--- src/rtl/sat_counter.sv ---
// Saturating up-counter with synchronous reset and synchronous clear.
module sat_counter #(
    parameter int unsigned WIDTH = 16
) (
    input  logic             clk,
    input  logic             rst,
    input  logic             clr,
    input  logic             inc,
    output logic [WIDTH-1:0] count
);

    // Count up on inc, holding at all-ones instead of wrapping.
    always_ff @(posedge clk) begin
        if (rst || clr) begin
            count <= '0;
        end else if (inc && (count != {WIDTH{1'b1}})) begin
            count <= count + WIDTH'(1);
        end
    end

endmodule

--- config.mk ---
export PLATFORM = sky130hd
export DESIGN_NAME = sat_counter
export DESIGN_NICKNAME = d
export VERILOG_FILES = /design/src/rtl/sat_counter.sv
export SDC_FILE = /design/constraint.sdc
export NUM_CORES = 1
export LEC_CHECK = 0
export ABC_AREA = 0
export CORE_MARGIN = 3
export CORE_UTILIZATION = 45
export CTS_CLUSTER_DIAMETER = 100
export DETAILED_ROUTE_END_ITERATION = 8
export HOLD_SLACK_MARGIN = 0.05
export PLACE_DENSITY = 0.72
export RECOVER_POWER = 50
export REMOVE_ABC_BUFFERS = 1
export SLEW_MARGIN = 40
export SYNTH_ARGS = -nofsm -noshare
export SYNTH_HDL_FRONTEND = slang
export SYNTH_SLANG_ARGS = --single-unit
--- constraint.sdc ---
create_clock -name clk -period 2.8 [get_ports clk]
set_input_delay 0.42 -clock clk [delete_from_list [all_inputs] [get_ports clk]]
set_output_delay 0.42 -clock clk [all_outputs]
set_load 0.02 [all_outputs]
---- After elaboration in Yosys (flattened, before gate mapping) ----
Cells that the tools add are included.
operators by class
  add/sub/neg operators ................... 1
  reductions and logical operators ........ 2
  eq/ne operators ......................... 1
operators with widths
  cell                                                             count
  16-bit by 1-bit adder with 16-bit output, second input constant  1
  16-bit inequality test, second input constant                    1
  1-bit logical AND                                                1
  1-bit logical OR                                                 1
storage, ports and cells
  output and inout port bits .............. 16
  word-level logic and storage cells ...... 5
  input bits .............................. 4
  register bits after elaboration ......... 16

---- Depth between registers and ports, before layout ----
Gate-level depths: netlist of the first run.
  word-level depth ........................ 2
  depth in mapped cells ................... 5
  depth with buffers taken out ............ 5

---- Least setup slack after synthesis of the first run ----
No wires, ideal clock.
  path type ............................... flip-flop to flip-flop
  from .................................... reg count[0]
  to ...................................... reg count[5]
  required time ........................... 2.684 ns
  slack ................................... 1.037 ns
  arrival time ............................ 1.647 ns
  buffers on the path ..................... 0
  clock period less this slack ............ 1.763 ns
  cell stages (with the launch flop) ...... 5
  library setup time ...................... 0.116 ns
  path through ............................ dfxtp_1 ha_1 nand3_1 or4_4 a41o_1
between the ends
  cells in the longest elaborated chain, start to end .. 2
  elaborated cells on any way between the ends .. 3
  those cells by class .................... 1 x add/sub; 1 x eq/ne; 1 x reduce/logical
ends and longest elaborated chain
  what                                                                              line  source
  start, declared                                                                   9     output logic [WIDTH-1:0] count
  start signal, assigned                                                            17    count <= count + WIDTH'(1);
  branches (longest 2 deep; another with 16-bit by 1-bit adder with 16-bit output)  -
Parallel ways; which one is timed is not known.
A chain may end at the register's enable or synchronous reset.

---- Worst setup path after layout of the first run ----
  from .................................... in inc
  to ...................................... reg count[6]
between the ends
  cells in the longest elaborated chain, start to end .. 1
ends and longest elaborated chain
  what               line  source
  start, declared    8     input logic inc,
  1-bit logical AND  16    end else if (inc && (count != {WIDTH{1'b1}})) begin
Every way passes these cells.

==> flow_summary.yaml, run 1 <==
place:
  gp_congestion: 0.776
  port-buffer-count: 19
  dp_hpwl_um: 1420
synth:
  netlist.area_leader.share: 0.378
  synth_common_cells: "16 x dfxtp_1, 9 x a21oi_1, 7 x nor2_1"
  synth_cell_types: 30
  synth_seq_area_share: 0.378
  async_reset_ff_frac: 0
  netlist_top_cells_area: "dfxtp_1 38%, a21oi_1 5.3%, a41o_1 4.7%"
  ys_warn_count: 0
  synthFlopType: "dfxtp_1"
  synthCells: 95
  ys_ff_latch: 16
  syn_area_um2: 847
  yosysMostFrequentCell: "dfxtp_1"
  synth_edf_count: 0
  yosysTopAreaCell: "dfxtp_1"
  syn-mean-instance-area_um2: 8.92
cells_and_area:
  fillCellCount: 166
  nNetsFinal: 121
  multi_input_area_um2: 510
  drive_gt1_frac: 0.0957
  syn_to_final_growth_pct: 29.0
  regMostFlops: "count"
  diodes: 0
  final_util: 0.626
  reg_top3: "count x16"
  largest_reg_flops: 16
  ff_latch_area_um2: 320
global_route:
  track_usage: 0.178
  antenna_found_initial: 0
  grt_max_degree: 16
  grt_pass1_vias: 751
  grt_first_pass_wirelength_um: 3460
  grt_overflow: 0
floorplanning:
  rows: 15
  die_area_um2: 2440
  core_um2: 1750
  die_x_um: 49.4
  pin_count: 20
  fp.dieH_um: 49.4
  initial_core_util: 0.485
routing:
  drt-pass1-iter-count: 4
  viasPerCell: 5.78
  detail_route.wl_per_cell_um: 14.1
  drc: 0
  drt-initial-drc-count: 15
  drtAntennaViolNets: 0
  vias: 809
  wirelength_um: 1970
critical_path:
  cp.arrival_ns: 2.10
  crit_required_ns: 3.03
  slowest_stage: "dlygate4sd3_1"
  worstSetupEndpointType: "flop"
  crit_type: "input port to flop"
  path_cells: "dlygate4sd3_1, nand4_1, a41o_1, or3_1, a21oi_1"
  crit_fanout: 5
  crit_path_start_kind: "input port"
  cpPeakStageDelay_ns: 0.67
cts:
  root_buffer: "clkbuf_4"
  cts_sinks: 16
  cts_hold_buf: 0
  post_cts_resized: 0
  cts_buffer_depth: 2
  clkTransAtPathRegs_ns: 0.11
  post_cts_buffers: 0
  htree_levels: 1
  insertion_delay_ns: 0.29
  cts_tree: "yes"
  cts_buffers: 3
pwr:
  cellPowerDensity_nw_per_um2: 371
  finalPower_uw: 405
  ir_worst_vdd_mv: 0.307
  p_leak_nw: 0.417
timing:
  fin_setup_tns_ns: 0
  slew_headroom: 0.609
  fin_skew_ns: 0.00854
  worstMarginPinSlew_ns: 0.581
  hold_viol: 0
  maxSlewViolCount: 0
  fin_crit_ns: 1.87
  max_freq_mhz: 534
  finalHoldWorstSlack_ns: 0.511
  setup-violations-final: 0
  post-route-period-util: 0.669
  rsz0062_at_grt: "no"
run:
  max_cap_viol_count: 0
worst_hold_path:
  hold_path.class: "flop to flop"
status:
  status: "completed"
## cells in the final DEF (no fill, tap or decap), drive strengths merged
cell	instances
or4	4
and3	1
nor2	7
clkbuf	4
nand2	6
and4	4
o41ai	1
dlygate4sd3	11
nor3	1
clkdlybuf4s50	8
ha	1
a211oi	1
or3	5
or2	1
a21oi	9
inv	1
nor4	1
a41o	4
o31ai	3
nand4	7
o211a	1
xnor2	1
o21ai	5
and2	2
a31oi	3
nand3	5
xor2	2
dfxtp	16
## path summary, 6_finish.rpt
path	depth (start not counted)	slack, ns	from	endpoint
worst max-delay path	5	0.93	inc	count[6]
worst min-delay path	2	0.51	count[1]	count[1]
worst max register to register	5	1.00	count[0]	count[3]
worst min register to register	2	0.51	count[1]	count[1]
## per-layer routing
| layer | track usage | vias to the layer above | wire [µm] |
|---|---|---|---|
| met5 | 0 | - | 0 |
| met2 | 0.286 | 17 | 894 |
| met1 | 0.247 | 376 | 968 |
| met3 | 0.0336 | 2 | 90 |
| met4 | 0.0415 | 0 | 17 |
| li1 | - | 414 | - |
## layout make-up
cell class	instances	area share
multi-input combinational	75	0.467
inverter	1	0.00344
sequential	16	0.293
clock buffer	4	0.0332
tap	25	0.0286
timing repair buffer	19	0.174
## worst max-delay path, delay by kind of cell
family / cells / cell delay [ns]
AO/OA/AOI/OAI: 2 / 0.44
buffers and inverters: 1 / 0.67
AND/OR/NAND/NOR: 2 / 0.56
## report_power, final
group / internal [mW] / switching, mW / total [mW]
Sequential: 0.228 / 0.00139 / 0.230
Clock: 0.0790 / 0.0775 / 0.157
Combinational: 0.00777 / 0.0106 / 0.0183
Total: 0.315 / 0.0894 / 0.405
## cells by family (layout without fill, tap and decap cells)
group,after synthesis,in the layout,synth area share
adder cells (fa/ha/maj),1,1,0.0148
AO/OA/AOI/OAI,27,27,0.219
XOR/XNOR,3,3,0.0310
buffers and inverters,4,24,0.0192
flip-flops,16,16,0.378
AND/OR/NAND/NOR,44,44,0.338
## per-stage QoR
| stage | cell area [µm²] | cells | setup WS [ns] |
|---|---|---|---|
| 2_1_floorplan | 835 | 92 | 1.04 |
| 3_3_place_gp | 1060 | 136 | 0.767 |
| 3_5_place_dp | 1060 | 136 | 0.709 |
| 4_1_cts | 1090 | 140 | 0.934 |
| 5_1_grt | 1090 | 140 | 0.770 |
| 6_report | 1090 | 140 | 0.928 |
(Power assumes the default switching activity.)
==> run 2, diff against run 1 <==
- clock period: 2.8 -> 1.95 ns (I/O delays scaled with it)
==> run 2 against run 1 <==
Effect of this change: utilization is 0.93 points higher; critical endpoint is now count[9]; largest power group unchanged; global-route usage is 0.59 points lower; power is 32% higher; non-clock buffer count is 5 higher; first-iteration DRC count is 13% lower; via count is 1.6% higher; final area is 1.5% higher; critical path depth is 4 lower; clock skew is 0.0073 ns lower; combinational power is 75% higher; worst hold slack worse by 0.0027 ns; sequential power is 43% higher.
==> flow_summary.yaml, run 2 (same netlist as run 1, synthesis figures left out) <==
timing:
  hold_viol: 0
  setup_ws_ns: 0.219
  setup-violations-final: 0
  max_freq_mhz: 578
  maxSlewViolCount: 0
  fin_crit_ns: 1.73
  post-route-period-util: 0.888
  rsz0062_at_grt: "no"
  fin_skew_ns: 0.00124
  worstMarginPinSlew_ns: 0.294
  slew_headroom: 0.803
  finalHoldWorstSlack_ns: 0.508
  fin_setup_tns_ns: 0
global_route:
  grt_max_degree: 16
  track_usage: 0.172
  grt_pass1_vias: 742
  grt_overflow: 0
  antenna_found_initial: 0
  grt_first_pass_wirelength_um: 3320
critical_path:
  crit_path_start_kind: "flop"
  crit_type: "flop to output pin"
  path_cells: "clkdlybuf4s50_1"
  path_buf_inv: 1
  r2r-end: "count[7]"
  cp.arrival_ns: 1.44
  slowest_stage: "clkdlybuf4s50_1"
  crit_fanout: 10
  critPathTopFamily: "buffers and inverters"
  worstSetupEndpointType: "output pin"
  ff2ff_setup_slack_ns: 0.22
  rr_startpoint: "count[1]"
  cpPeakStageDelay_ns: 0.66
  worstRegToRegCells: 5
  crit_required_ns: 1.66
routing:
  drt-pass1-iter-count: 5
  drtAntennaViolNets: 0
  detail_route.wl_per_cell_um: 13.0
  drt-initial-drc-count: 13
  viasPerCell: 5.71
  wirelength_um: 1880
  drc: 0
  vias: 822
cts:
  cts_buffer_depth: 2
  insertion_delay_ns: 0.28
  post_cts_resized: 0
  root_buffer: "clkbuf_4"
  cts_tree: "yes"
  clkTransAtPathRegs_ns: 0.09
  cts_sinks: 16
  cts_buffers: 3
  htree_levels: 1
  post_cts_buffers: 0
  cts_hold_buf: 0
place:
  pre_cts_ws_ns: 0.135
  port-buffer-count: 19
  gp_congestion: 0.769
  dp_hpwl_um: 1400
  dp.cells: 141
cells_and_area:
  syn_to_final_growth_pct: 30.9
  largest_reg_flops: 16
  multi_input_area_um2: 510
  final_cell_mix: "16 x dfxtp_1, 10 x clkdlybuf4s50_1, 9 x a21oi_1, 9 x dlygate4sd3_1, 7 x nor2_1"
  regMostFlops: "count"
  nNetsFinal: 126
  mostFrequentLayoutCell: "dfxtp_1"
  diodes: 0
  reg_top3: "count x16"
  fillCellCount: 161
  stdcell_count: 144
  ff_latch_area_um2: 320
  drive_gt1_frac: 0.109
pwr:
  p_leak_nw: 0.423
  p_int_uw: 415
  ir_worst_vdd_mv: 0.333
  cellPowerDensity_nw_per_um2: 482
  clkPwrFrac: 0.324
  pwr-share-seq: 0.616
  power_switching_uw: 119
  power.share.combinational: 0.060
  switching_share: 0.223
floorplanning:
  core_um2: 1750
  die_x_um: 49.4
  pin_count: 20
  fp.dieH_um: 49.4
  die_area_um2: 2440
  initial_core_util: 0.485
  rows: 15
worst_hold_path:
  hold_path.class: "flop to flop"
  worstHoldPathCells: 2
  min_from: "count[1]"
  min_to: "count[1]"
status:
  status: "completed"
run:
  max_cap_viol_count: 0
## run 2: cell count changes in the layout (fill, tap and decap cells not counted), sizes merged
cell / delta
clkbuf: +1
clkdlybuf4s50: +2
dlygate4sd3: -2
buf: +3
## run 2: stage by stage
stage	power, mW	util	area [µm²]
finish	0.534	0.635	1110
CTS	0.543	0.639	1120
detailed placement	0.369	0.627	1090
global placement	0.369	0.627	1090
floorplan	0.350	-	835
global route	0.554	0.635	1110
## run 2: how the worst max path moves through the flow
| stage | startpoint | endpoint | depth (start not counted) |
|---|---|---|---|
| global route | count[1] | count[13] | 6 |
| detailed placement | inc | count[6] | 5 |
| floorplan | count[0] | count[5] | 4 |
| finish | count[9] | count[9] | 1 |
| CTS | count[9] | count[9] | 1 |
| global placement | inc | count[14] | 5 |
## run 2: final cells by class
class / instances / area share
multi-input cells: 75 / 0.460
flip-flops and latches: 16 / 0.289
repair buffers: 24 / 0.199
well taps: 25 / 0.0282
clock buffers: 3 / 0.0203
inverters: 1 / 0.00339
## run 2: layer usage
metal	global-route usage	share of wire
met1	0.237	0.50
met2	0.252	0.44
met3	0.0306	0.044
met4	0.0968	0.023
met5	0	0
## run 2: power by group through the flow
stage          Combinational [mW]  Sequential [mW]  Clock [mW]
6_report                   0.0321            0.329       0.173
2_1_floorplan              0.0113            0.339           0
4_1_cts                    0.0330            0.329       0.181
3_5_place_dp               0.0330            0.337           0
5_1_grt                    0.0352            0.329       0.189
3_3_place_gp               0.0325            0.337           0
==> run 3, diff against run 2 <==
- CORE_UTILIZATION: 45 -> 30
- PLACE_DENSITY: 0.72 -> 0.52
==> run 3 against run 2 <==
Effect of this change: non-clock buffer count rose by 1; via count fell by 0.73%; clock-buffer cell count rose by 1; critical endpoint is now count[13]; largest power group unchanged; highest routed layer unchanged.
==> flow_summary.yaml, run 3 (same netlist as run 1, synthesis figures left out) <==
floorplanning:
  pin_count: 20
  initial_core_util: 0.327
  fp.dieH_um: 59.1
  die_x_um: 59.1
  die_area_um2: 3500
  rows: 18
  core_um2: 2590
cells_and_area:
  fillCellCount: 258
  final_util: 0.436
  nNetsFinal: 127
  regMostFlops: "count"
  final_cell_mix: "16 x dfxtp_1, 11 x clkdlybuf4s50_1, 9 x a21oi_1"
  largest_reg_flops: 16
  syn_to_final_growth_pct: 33.2
  mostFrequentLayoutCell: "dfxtp_1"
  stdcell_area_um2: 1130
  stdcell_count: 151
  drive_gt1_frac: 0.116
  diodes: 0
  reg_top3: "count x16"
global_route:
  grt_first_pass_wirelength_um: 3530
  track_usage: 0.133
  antenna_found_initial: 0
  grt_overflow: 0
  grt_max_degree: 16
  grt_pass1_vias: 734
critical_path:
  cp.arrival_ns: 1.47
  worstSetupEndpointType: "output pin"
  crit_fanout: 6
  crit_required_ns: 1.66
  crit_type: "flop to output pin"
  crit_path_start_kind: "flop"
cts:
  cts_buffers: 3
  root_buffer: "clkbuf_4"
  post_cts_resized: 0
  cts_hold_buf: 0
  post_cts_buffers: 0
  cts_buffer_depth: 2
  htree_levels: 1
  insertion_delay_ns: 0.29
  cts_sinks: 16
  clkTransAtPathRegs_ns: 0.10
  cts_tree: "yes"
routing:
  vias: 816
  wirelength_um: 2040
  detail_route.wl_per_cell_um: 13.5
  drt-initial-drc-count: 32
  drtAntennaViolNets: 0
  drt-pass1-iter-count: 4
  viasPerCell: 5.40
  drc: 0
worst_hold_path:
  hold_path.class: "flop to flop"
place:
  place_area_um2: 1110
  port-buffer-count: 19
  gp_congestion: 0.726
  dp_hpwl_um: 1490
  dp.cells: 147
  pre_cts_ws_ns: 0.146
timing:
  rsz0062_at_grt: "no"
  fin_crit_ns: 1.76
  fin_skew_ns: 0.00674
  max_freq_mhz: 567
  post-route-period-util: 0.905
  fin_setup_tns_ns: 0
  maxSlewViolCount: 0
  setup_ws_ns: 0.186
  finalHoldWorstSlack_ns: 0.508
  worstMarginPinSlew_ns: 0.323
  slew_headroom: 0.784
  setup-violations-final: 0
  hold_viol: 0
pwr:
  p_leak_nw: 0.429
  cellPowerDensity_nw_per_um2: 520
  ir_worst_vdd_mv: 0.341
  finalPower_uw: 586
status:
  status: "completed"
run:
  max_cap_viol_count: 0
-- run 3: changes by cell type in the layout (fill, tap and decap cells not counted) --
| cell | delta |
|---|---|
| o41ai_2 | -1 |
| clkbuf_4 | +1 |
| o41ai_1 | +1 |
| clkbuf_8 | +1 |
| clkdlybuf4s50_1 | +1 |
| dlygate4sd3_1 | -1 |
-- run 3: final timing paths --
kind / cells past startpoint / to / from / slack (ns)
setup reg to reg: 5 / count[7] / count[1] / 0.25
setup / recovery: 2 / count[13] / count[13] / 0.19
hold / removal: 2 / count[1] / count[1] / 0.51
hold reg to reg: 2 / count[1] / count[1] / 0.51
-- run 3: layer usage --
| metal | routed length [µm] | share of wire | vias to the layer above | GRT usage |
|---|---|---|---|---|
| met3 | 87 | 0.043 | 2 | 0.0392 |
| li1 | - | - | 434 | - |
| met5 | 0 | 0 | - | 0 |
| met1 | 1080 | 0.53 | 361 | 0.188 |
| met2 | 853 | 0.42 | 19 | 0.194 |
| met4 | 21 | 0.010 | 0 | 0.0388 |
-- run 3: where the power goes --
group / switching [mW] / total [mW] / internal, mW / leakage [nW]
clock network: 0.113 / 0.227 / 0.114 / 0.0210
registers: 0.00103 / 0.329 / 0.328 / 0.129
logic: 0.0165 / 0.0306 / 0.0140 / 0.279
-- run 3: worst max-delay path: stages (launching register included) --
cell           delay, ns
dfxtp_1             0.36
buf_4               0.14
dlygate4sd3_1       0.67
-- run 3: cell type report --
type | instances | area (µm²) | share of cell area
repair buffers | 25 | 228 | 0.202
flip-flops and latches | 16 | 320 | 0.284
inverters | 1 | 3.75 | 0.00333
clock buffers | 4 | 36.3 | 0.0322
multi-input cells | 75 | 503 | 0.446
well taps | 30 | 37.5 | 0.0333
